===== config.mk =====
export PLATFORM = sky130hd
export DESIGN_NAME = fetch_stage
export DESIGN_NICKNAME = d
export VERILOG_FILES = /design/src/rtl/fetch_pkg.sv /design/src/rtl/pc_incr.sv /design/src/rtl/fetch_stage.sv
export SDC_FILE = /design/constraint.sdc
export NUM_CORES = 1
export LEC_CHECK = 0
export BUFFER_PORTS_ARGS = -buffer_cell sky130_fd_sc_hd__buf_4
export CORE_MARGIN = 1
export CORE_UTILIZATION = 30
export DETAILED_ROUTE_END_ITERATION = 8
export REMOVE_ABC_BUFFERS = 1
export SLEW_MARGIN = 5
export SYNTH_ARGS = -nofsm -noshare
export SYNTH_HDL_FRONTEND = slang
export SYNTH_SLANG_ARGS = --single-unit

===== constraint.sdc =====
create_clock -name clk -period 2.9 [get_ports clk]
set_input_delay 0.435 -clock clk [delete_from_list [all_inputs] [get_ports clk]]
set_output_delay 0.435 -clock clk [all_outputs]
set_load 0.05 [all_outputs]

===== src/rtl/fetch_pkg.sv =====
// rtl/fetch_pkg.sv - shared constants, state encoding and halt decode for the fetch stage
package fetch_pkg;

    localparam logic [15:0] NOP_INST         = 16'h1000;
    localparam logic [3:0]  HALT_OPCODE_DEF  = 4'hF;

    typedef enum logic [1:0] {
        FETCH  = 2'd0,
        HOLD   = 2'd1,
        DRAIN  = 2'd2,
        HALTED = 2'd3
    } fetch_state_t;

    function automatic logic is_halt(input logic [15:0] inst, input logic [3:0] opcode);
        return inst[15:12] == opcode;
    endfunction

endpackage


===== src/rtl/pc_incr.sv =====
// rtl/pc_incr.sv - 16-bit PC + 2 adder, wraps modulo 2^16
module pc_incr (
    input  logic [15:0] pc,
    output logic [15:0] pc_plus_two
);

    assign pc_plus_two = pc + 16'd2;

endmodule


===== src/rtl/fetch_stage.sv =====
// rtl/fetch_stage.sv - instruction fetch: PC, imem handshake, IF/ID write/flush control
module fetch_stage
    import fetch_pkg::*;
#(
    parameter logic [15:0] RESET_PC    = 16'h0000,
    parameter logic [3:0]  HALT_OPCODE = HALT_OPCODE_DEF
) (
    input  logic        clk,
    input  logic        rst,
    input  logic        stall,
    input  logic        branch_taken,
    input  logic [15:0] branch_target,
    output logic        imem_req,
    output logic [15:0] imem_addr,
    input  logic        imem_ready,
    input  logic [15:0] imem_data,
    output logic [15:0] instruction,
    output logic [15:0] PC_plus_two,
    output logic        IF_write,
    output logic        IF_flush,
    output logic        halted
);

    fetch_state_t state, state_next;
    logic [15:0]  pc, pc_next, pc_plus;
    logic [15:0]  hold_inst, hold_next;
    logic [15:0]  pend_target, pend_next;

    pc_incr u_pc_incr (
        .pc          (pc),
        .pc_plus_two (pc_plus)
    );

    assign imem_addr   = pc;
    assign PC_plus_two = pc_plus;

    always_ff @(posedge clk or negedge rst) begin
        if (!rst) begin
            state       <= FETCH;
            pc          <= RESET_PC;
            hold_inst   <= NOP_INST;
            pend_target <= RESET_PC;
        end else begin
            state       <= state_next;
            pc          <= pc_next;
            hold_inst   <= hold_next;
            pend_target <= pend_next;
        end
    end

    always_comb begin
        state_next  = state;
        pc_next     = pc;
        hold_next   = hold_inst;
        pend_next   = pend_target;
        imem_req    = 1'b0;
        IF_write    = 1'b0;
        IF_flush    = 1'b0;
        halted      = 1'b0;
        instruction = NOP_INST;

        case (state)
            FETCH: begin
                imem_req = 1'b1;
                if (imem_ready && !stall) begin
                    IF_write    = 1'b1;
                    instruction = imem_data;
                    if (is_halt(imem_data, HALT_OPCODE)) state_next = HALTED;
                    else                                 pc_next    = pc_plus;
                end else if (imem_ready) begin
                    hold_next  = imem_data;
                    state_next = HOLD;
                end else if (!stall) begin
                    IF_write = 1'b1;
                    IF_flush = 1'b1;
                end
            end
            HOLD: begin
                if (!stall) begin
                    IF_write    = 1'b1;
                    instruction = hold_inst;
                    if (is_halt(hold_inst, HALT_OPCODE)) begin
                        state_next = HALTED;
                    end else begin
                        pc_next    = pc_plus;
                        state_next = FETCH;
                    end
                end
            end
            DRAIN: begin
                // Outstanding request at the old address must complete before redirecting.
                imem_req = 1'b1;
                IF_write = 1'b1;
                IF_flush = 1'b1;
                if (imem_ready) begin
                    pc_next    = pend_target;
                    state_next = FETCH;
                end
            end
            HALTED: begin
                halted = 1'b1;
                if (!stall) begin
                    IF_write = 1'b1;
                    IF_flush = 1'b1;
                end
            end
            default: state_next = FETCH;
        endcase

        if (branch_taken) begin
            IF_write    = 1'b1;
            IF_flush    = 1'b1;
            instruction = NOP_INST;
            if (imem_req && !imem_ready) begin
                pc_next    = pc;
                pend_next  = branch_target;
                state_next = DRAIN;
            end else begin
                pc_next    = branch_target;
                state_next = FETCH;
            end
        end

        if (!rst) begin
            imem_req    = 1'b0;
            IF_write    = 1'b0;
            IF_flush    = 1'b0;
            halted      = 1'b0;
            instruction = NOP_INST;
        end
    end

endmodule


# After elaboration in Yosys (flattened, before gate mapping)
# Index checks and enable logic that the tools add are counted.
word_totals:
  input_bits: 37
  output_inout_bits: 52
  ff_bits: 50
op_classes:
  n_reduce_logical: 12
  n_eq_ne: 13
  add_sub_neg: 1
  muxes: 36
  bitwise: 1
ops:
  columns: ["cell", "n"]
  rows:
  - ["16-bit 2-to-1 mux", 11]
  - ["16-bit one-hot mux with 3 select lines", 1]
  - ["16-bit one-hot mux with 2 select lines", 1]
  - ["16-bit by 2-bit adder with 16-bit output (second input constant)", 1]
  - ["2-bit 2-to-1 mux", 8]
  - ["3-bit != test (second input constant)", 5]
  - ["1-bit 2-to-1 mux", 12]
  - ["4-bit == test (second input constant)", 2]
  - ["4-bit != test (second input constant)", 2]
  - ["7-bit AND reduction", 1]
  - ["1-bit one-hot mux with 3 select lines", 2]
  - ["2-bit one-hot mux with 3 select lines", 1]
  - ["5-bit AND reduction", 1]
  - ["2-bit == test (second input constant)", 2]
  - ["4-bit nonzero test", 1]
  - ["2-bit OR reduction", 2]
  - ["3-bit AND reduction", 1]
  - ["2-bit by 1-bit == test with 1-bit output (second input constant)", 1]
  - ["1-bit logical AND", 2]
  - ["1-bit zero test", 2]
  - ["2-bit zero test", 1]
  - ["2-bit != test (second input constant)", 1]
  - ["2-bit AND reduction", 1]
  - ["1-bit inverter", 1]

# Logic depth before layout (Yosys ltp)
# Gate-level depths: netlist of run 1.
logic_depth:
  ltp_word: 6
  mapped_depth: 8
  depth_no_buf: 6

# Modules after synthesis
# Synthesis of run 1 repeated with hierarchy kept, for this count alone.
hier_totals:
  cells_unflattened: 282
  hier_area_um2: 3014.1
by_module_without_submodules:
  columns: ["module", "seq_area_each_um2", "cells_each", "area_per_inst_um2", "instances"]
  rows:
  - ["fetch_stage", 1252.5, 243, 2726.4, 1]
  - ["pc_incr", 0.0, 39, 287.8, 1]

# Worst setup path after synthesis of run 1
# No wires, ideal clock.
synth_timing:
  path_kind: "register to output"
  startpoint: "register pc[1] (netlist: imem_addr[1])"
  endpoint: "output PC_plus_two[15]"
  stages_incl_launch_ff: 6
  n_path_buf: 0
  t_required_ps: 2465
  slack_ps: 63
  t_arrival_ps: 2402
  path_cell_list: "dfrtp_1 -> ha_1 -> nand4_1 -> nor2_1 -> nand3_1 -> xnor2_1"
synth_via:
  elab_chain_len: 1
synth_lines:
  columns: ["item", "line_no", "source"]
  rows:
  - ["from (decl)", "fetch_stage.sv:25", "logic [15:0] pc, pc_next, pc_plus;"]
  - ["from (signal assigned)", "fetch_stage.sv:45", "pc <= pc_next;"]
  - ["16-bit by 2-bit adder with 16-bit output", "pc_incr.sv:7", "assign pc_plus_two = pc + 16'd2;"]
  - ["to (decl)", "fetch_stage.sv:18", "output logic [15:0] PC_plus_two,"]
# Every way passes these cells.

# Worst setup path in the final report of run 1
layout_timing:
  startpoint: "register pc[2] (netlist: imem_addr[2])"
  endpoint: "output PC_plus_two[15]"
# The elaborated chain is that of the path after synthesis.

==> reports/metrics.sh, run 1 <==
TRITONCTS_NUM_SINKS=50
SYNTH_ENABLE_FLOP_CELLS=0
PLACE.DETAILED.HPWL_MM=7.13
REPORT.FINAL.SLEW_VIOL_COUNT=0
YOSYS.AREA.TOP_TYPE_SHARE=0.371
TOTAL_GR_OVERFLOW=0
AREA_DELTA_SYNTH_FINAL_PCT=27.4
NUMBER_OF_PLACED_I_O_PINS=89
HOLD_CLASS='input port to flip-flop'
WORSTPATHCELLLIST='ha_1 -> nand4_1 -> nor2_1 -> nand3_1 -> xnor2_1 -> buf_4'
NUMBER_OF_WARNING_MESSAGES_IN_THE_YOSYS_LOG=0
WORST_SETUP_HOLD_PATH_CLK_SLEW_PS=100
FRACTION_OF_THE_CYCLE_THE_FINAL_WORST_PATH_NEEDS=0.933
FINAL.SETUP_SKEW_PS=12.5
SYNTH_AREA_LEADER='sky130_fd_sc_hd__dfrtp_1'
ANTENNA_CELLS_INSERTED=0
FIN_SETUP_TNS_PS=0
DETAIL_ROUTE.VIAS_PER_CELL=5.55
H_TREE_LEVEL_COUNT=2
CTS_ROOT_BUFFER='sky130_fd_sc_hd__clkbuf_8'
POWER_PER_CELL_AREA_mW_PER_MM2=1150
STATIC_LEAKAGE_uW=0.00181
OUTCOME='finished, final reports clean'
POSTCTSSETUPREPAIRBUFS=0
SYNTH_CELL_TYPES=64
PLACEMENTROWS=37
DRT-TOTAL-WL_MM=9.61
CRIT_BUF_INV=1
SYNTHESIZED_AREA_PER_CELL_SQ_UM=9.71
POST_SYNTH_INST_COUNT=340
WORST-SLEW-PIN-TRANSITION_PS=691
CLOCK_INSERTION_DELAY_WORST_SKEW_PS=310
END_KIND='output pin'
CORE_AREA_SQ_MM=0.0105
GRT_START_MAX_NET_PINS=27
CTS_TREE='done'
ROUTE.VIAS.TOTAL=3109
STARTPOINT_TYPE='flip-flop'
PERIOD_NEEDED_PS=2710
SLEW_HEADROOM=0.536
SYNTH-MAIN-FF-CELL='sky130_fd_sc_hd__dfrtp_1'
SYNTH_TOP_CELLS_BY_COUNT='49 x sky130_fd_sc_hd__dfrtp_1, 35 x sky130_fd_sc_hd__mux2_2, 23 x sky130_fd_sc_hd__nor2_1'
SYNTH_SEQ_AREA_SHARE=0.379
MAX_FREQ_MHz=370
TIMING.FINAL.SETUP_VIOLATIONS=0
YOSYS-TOP-CELLS-AREA='sky130_fd_sc_hd__dfrtp_1 37%, sky130_fd_sc_hd__mux2_2 12%, sky130_fd_sc_hd__a22oi_1 4.1%'
DRTANTENNAVIOLNETS=0
BIGGEST_FANOUT_ALONG_THE_WORST_TIMING_PATH=6
DIE_HEIGHT_UM=107
AVGROUTEDWIREPERCELL_UM=17.2
PROPORTION_OF_LAYOUT_CELLS_WITH_A_DRIVE_SUFFIX_ABOVE_1=0.368
GRT_SETUP_UNREPAIRED='false'
CRITPATHREQUIREDTIME_PS=2470
CAP_VIOL_MAX_COUNT=0
DRC=0
GRT_PASS1_VIAS=3080
GRT_FIRST_PASS_WIRELENGTH_MM=15.5
TOTAL_ROUTING_USAGE_GR=0.170
GRT_ANTENNA_BEFORE_REPAIR=0
MAX-CLOCK-PATH-BUFFERS=2
HOLD_VIOL_FINAL=0
SYNTH-SEQ-CELLS=50
TRITONCTS.NUM_BUFFERS=5
CRIT_FAMILY='simple AND/OR/NAND/NOR gates'
SYNTH_MOST_COMMON_CELL='sky130_fd_sc_hd__dfrtp_1'
TIMING.CRITICAL_PATH.SLOWEST_CELL_DELAY_PS=470
INITIALDRTVIOLATIONCOUNT=158
DRTPASS1ITERATIONS=5
POSTSYNTH.ASYNCRESETSHARE=1.00
PORT_BUFFERS=88
NUMBER_OF_NETS_IN_THE_LAYOUT=467
CRITPATHARRIVALTIME_PS=2270
DIEAREA_SQ_MM=0.0114
FINALWEIGHTEDCONGESTION=0.832
SLOWEST_CELL_ON_THE_CRITICAL_PATH='sky130_fd_sc_hd__dfrtp_1'
INITIAL_CORE_UTIL=0.314
VDD_DROP_MAX_mV=0.668
STARTPOINT_TO_ENDPOINT_CLASS_OF_THE_CRITICAL_PATH='flip-flop to output pin'
DIE_X_UM=107
POST-LAYOUT-TOTAL-POWER_uW=4850
NETLIST_AREA_SQ_MM=0.00330
## final cells by class
class                           count  area, sq um
Sequential cell                    50         1250
Inverter                            9         33.8
Clock buffer                        7         86.3
Multi-Input combinational cell    257         1900
Timing Repair Buffer              100          753
Clock inverter                      1         5.00
Tap cell                          136          170
Fill cell                        1052         6300
## through the flow
step	hold slack (ps)	setup slack [ps]	instances	cell area, sq um	utilization
after floorplan	139	33.0	316	3190	-
after global placement	317	489	551	4100	0.390
after detailed placement	322	439	551	4100	0.390
after CTS	358	89.3	560	4200	0.400
after global routing	354	24.4	560	4200	0.400
final	364	194	560	4200	0.400
## flip-flops by register name, summed over array words and instances (netlist names)
register,count
state,2
imem_addr,16
pend_target,16
hold_inst,16
## power breakdown
| group | switching, uW | leakage [uW] | internal [uW] | total, uW |
|---|---|---|---|---|
| clock network | 241 | 0.0000482 | 193 | 434 |
| logic | 1860 | 0.00117 | 1130 | 2990 |
| registers | 374 | 0.000593 | 1050 | 1420 |
| total | 2480 | 0.00181 | 2370 | 4850 |
## metal layers
layer / vias up / wire [um] / GRT usage
met5: - / 0 / 0
met3: 14 / 804 / 0.0456
met2: 151 / 4310 / 0.275
met1: 1499 / 4390 / 0.223
met4: 0 / 108 / 0.0499
li1: 1445 / - / -
## timing repair
action                                 in CTS  in global routing
hold buffers                                1                  0
endpoints found under the hold margin      11                  0
resized for setup                           0                  1
setup endpoints to repair                   0                 14
## layout by cell type (no fill, tap or decap), types with 8 or more instances in the layout
master / synthesis / routed
sky130_fd_sc_hd__a21oi_1: 12 / 12
sky130_fd_sc_hd__a22oi_1: 18 / 18
sky130_fd_sc_hd__nand2_1: 19 / 19
sky130_fd_sc_hd__dfrtp_1: 49 / 49
sky130_fd_sc_hd__buf_4: 1 / 99
sky130_fd_sc_hd__nand3_1: 12 / 12
sky130_fd_sc_hd__inv_1: 8 / 8
sky130_fd_sc_hd__xnor2_1: 8 / 8
sky130_fd_sc_hd__nor2_1: 23 / 23
sky130_fd_sc_hd__o21ai_0: 11 / 11
sky130_fd_sc_hd__mux2_2: 35 / 35
## worst paths after layout
check | from | endpoint | slack [ps] | depth (start not counted)
max in group asynchronous | rst | state[1] | 1690 | 3
worst max-delay path | imem_addr[2] | PC_plus_two[15] | 190 | 6
worst min-delay path | branch_target[9] | pend_target[9] | 360 | 2
worst max register to register | state[0] | imem_addr[2] | 470 | 6
worst min register to register | pend_target[5] | pend_target[5] | 510 | 1
min in group asynchronous | rst | imem_addr[2] | 560 | 2
## logic make-up after synthesis
family / Yosys count / synth area share
AO/OA/AOI/OAI: 92 / 0.199
XOR/XNOR: 13 / 0.0345
adder cells (fa/ha/maj): 7 / 0.0265
buffers and inverters: 33 / 0.0444
flip-flops: 50 / 0.379
multiplexers: 41 / 0.144
AND/OR/NAND/NOR: 104 / 0.172
(Power assumes the default switching activity.)
==> inputs of run 2 (changes only) <==
--- a/config.mk
+++ b/config.mk
@@ -6,9 +6,10 @@
 export NUM_CORES = 1
 export LEC_CHECK = 0
 export BUFFER_PORTS_ARGS = -buffer_cell sky130_fd_sc_hd__buf_4
-export CORE_MARGIN = 1
-export CORE_UTILIZATION = 30
+export CORE_MARGIN = 2
+export CORE_UTILIZATION = 45
 export DETAILED_ROUTE_END_ITERATION = 8
+export PLACE_DENSITY = 0.7
 export REMOVE_ABC_BUFFERS = 1
 export SLEW_MARGIN = 5
 export SYNTH_ARGS = -nofsm -noshare
==> reports/metrics.sh, run 2 (synthesis gave the netlist of run 1 again) <==
INITIALDRTVIOLATIONCOUNT=205  # +30%
DIE_HEIGHT_UM=89.6  # -16%
HOLD_VIOL_FINAL=0  # unchanged
POWER.SHARE.SWITCHING=0.512  # +0.00146
TIMING.CRITICAL_PATH.SLOWEST_CELL_DELAY_PS=460  # about the same
SLOWEST_CELL_ON_THE_CRITICAL_PATH='sky130_fd_sc_hd__dfrtp_1'
DRTANTENNAVIOLNETS=0  # unchanged
PERIOD_NEEDED_PS=2640  # -69.3 ps
DRT-TOTAL-WL_MM=8.84  # -8.1%
PWR-SHARE-CLK=0.087  # -0.002
PROPORTION_OF_LAYOUT_CELLS_WITH_A_DRIVE_SUFFIX_ABOVE_1=0.365  # -0.00300
STARTPOINT_TYPE='flip-flop'
WORST-SLEW-PIN-TRANSITION_PS=614  # -77.0 ps
AVGROUTEDWIREPERCELL_UM=17.0  # -1.2%
H_TREE_LEVEL_COUNT=2  # unchanged
TRITONCTS.NUM_BUFFERS=5  # unchanged
TOTAL_GR_OVERFLOW=0  # unchanged
CTS_ROOT_BUFFER='sky130_fd_sc_hd__clkbuf_8'
INITIAL_CORE_UTIL=0.460  # +0.146
CRIT_FAMILY='simple AND/OR/NAND/NOR gates'
CAP_VIOL_MAX_COUNT=0  # unchanged
FINALWEIGHTEDCONGESTION=0.882  # +6.0%
MAX-CLOCK-PATH-BUFFERS=2  # unchanged
P_COMB_FRAC=0.617  # about the same
DETAIL_ROUTE.VIAS_PER_CELL=5.81  # +4.6%
POSTCTSSETUPREPAIRBUFS=0  # unchanged
DIEAREA_SQ_MM=0.00804  # -30%
END_KIND='output pin'
DP_WORST_SETUP_SLACK_PS=435  # -3.92 ps
WORSTPATHCELLLIST='inv_1 -> ha_1 -> and2_2 -> a22oi_1 -> nor2_1 -> buf_4'
CRIT_BUF_INV=2  # +1
WORST_SETUP_HOLD_PATH_CLK_SLEW_PS=100  # about the same
FIN_WORST_HOLD_SLACK_PS=360  # -4.46 ps
GRT_ANTENNA_BEFORE_REPAIR=0  # unchanged
LAYOUT.AREA.SEQ_SQ_MM=0.00125  # unchanged
DIE_X_UM=89.6  # -16%
NUMBER_OF_PLACED_I_O_PINS=89  # unchanged
DRTPASS1ITERATIONS=5  # unchanged
GRT_START_MAX_NET_PINS=41  # +52%
ANTENNA_CELLS_INSERTED=0  # unchanged
CLOCK_INSERTION_DELAY_WORST_SKEW_PS=310  # about the same
OUTCOME='finished, final reports clean'
CORE_AREA_SQ_MM=0.00718  # -32%
GRT_FIRST_PASS_WIRELENGTH_MM=14.2  # -8.4%
PORT_BUFFERS=88  # unchanged
TOTAL_ROUTING_USAGE_GR=0.226  # +0.0557
POWER_PER_CELL_AREA_mW_PER_MM2=1160  # +0.56%
TRITONCTS_NUM_SINKS=50  # unchanged
NUMBER_OF_NETS_IN_THE_LAYOUT=465  # -0.43%
FINALCOREUTILIZATION=0.577  # +0.177
LAYOUT_COMMONEST_CELL='sky130_fd_sc_hd__buf_4'
AREA_DELTA_SYNTH_FINAL_PCT=25.4
POWER.INTERNAL_uW=2340  # -1.3%
HOLD_CLASS='input port to flip-flop'
PWR-SHARE-SEQ=0.296  # +0.002
BIGGEST_FANOUT_ALONG_THE_WORST_TIMING_PATH=15  # +9
CRITPATHREQUIREDTIME_PS=2470  # about the same
GRT_PASS1_VIAS=2850  # -7.5%
FILLCELLCOUNT=664  # -37%
CTS_TREE='done'
FIN_SETUP_TNS_PS=0  # unchanged
MULTI_INPUT_AREA_SQ_MM=0.00190  # unchanged
MOST-COMMON-LAYOUT-CELLS='97 x sky130_fd_sc_hd__buf_4, 49 x sky130_fd_sc_hd__dfrtp_1, 35 x sky130_fd_sc_hd__mux2_2'
FRACTION_OF_THE_CYCLE_THE_FINAL_WORST_PATH_NEEDS=0.909  # -0.0239
PLACEMENTROWS=31  # -16%
VDD_DROP_MAX_mV=0.554  # -17%
REPORT.FINAL.SLEW_VIOL_COUNT=0  # unchanged
DRC=0  # unchanged
CRITPATHARRIVALTIME_PS=2200  # -70 ps
TIMING.FINAL.SETUP_VIOLATIONS=0  # unchanged
PLACE.DETAILED.HPWL_MM=6.50  # -8.9%
GRT_SETUP_UNREPAIRED='false'
FINAL.SETUP.WORST_SLACK_PS=263  # +69.3 ps
FINAL.SETUP_SKEW_PS=10.3  # -2.17 ps
SLEW_HEADROOM=0.588  # +0.0517
POWER.NET_SWITCHING_uW=2460  # -0.74%
MAX_FREQ_MHz=379  # +2.6%
STARTPOINT_TO_ENDPOINT_CLASS_OF_THE_CRITICAL_PATH='flip-flop to output pin'
ROUTE.VIAS.TOTAL=3026  # -2.7%
PLACEDINSTANCEAREA_SQ_MM=0.00404  # -1.5%
FINISH.INSTANCE_AREA_SQ_MM=0.00414  # -1.6%
STATIC_LEAKAGE_uW=0.00180  # -0.70%
## run 2: final cells by class
| class | instances | share of cell area |
|---|---|---|
| Clock buffer | 6 | 0.0175 |
| Sequential cell | 50 | 0.303 |
| Clock inverter | 2 | 0.00333 |
| Timing Repair Buffer | 98 | 0.178 |
| Multi-Input combinational cell | 257 | 0.460 |
| Inverter | 9 | 0.00816 |
| Tap cell | 99 | 0.0299 |
## run 2: path summary, 6_finish.rpt
| kind | start | to | slack (ps) | cells past startpoint |
|---|---|---|---|---|
| max | state[0] | instruction[13] | 260 | 6 |
| min | branch_target[7] | pend_target[7] | 360 | 2 |
| max reg2reg | state[0] | imem_addr[3] | 450 | 6 |
| min reg2reg | hold_inst[3] | hold_inst[3] | 510 | 1 |
| max in group asynchronous | rst | imem_addr[14] | 1730 | 3 |
| min in group asynchronous | rst | hold_inst[15] | 530 | 2 |
## run 2: worst reg2reg max path: cells and delay by family, from the launching register on
| family | cells | cell delay, ps |
|---|---|---|
| adders and majority gates | 1 | 450 |
| AOI/OAI and AO/OA | 2 | 440 |
| buffers and inverters | 1 | 130 |
| and+or+nand+nor | 1 | 530 |
| muxes | 1 | 350 |
| DFF | 1 | 460 |
## run 2: timing repair
action,CTS,global route
setup endpoints to repair,0,15
hold buffers,1,0
resized for setup,0,1
endpoints found under the hold margin,9,0
## run 2: per-layer routing
layer | vias up | track usage | wire, um
met2 | 116 | 0.379 | 4320
met5 | - | 0 | 0
met3 | 13 | 0.0430 | 631
li1 | 1440 | - | -
met1 | 1457 | 0.307 | 3780
met4 | 0 | 0.0448 | 99
## run 2: per-stage QoR
step,instances,total power (uW)
after floorplan,316,3500
after global placement,512,4330
after detailed placement,512,4390
after CTS,521,4810
after global routing,521,5090
final,521,4800
## run 2: power groups by stage
stage               combinational (uW)  sequential [uW]  clock (uW)
floorplan                         1770             1730           0
global placement                  2920             1410           0
detailed placement                2960             1430           0
CTS                               2970             1410         422
global route                      3160             1480         456
finish                            2960             1420         418
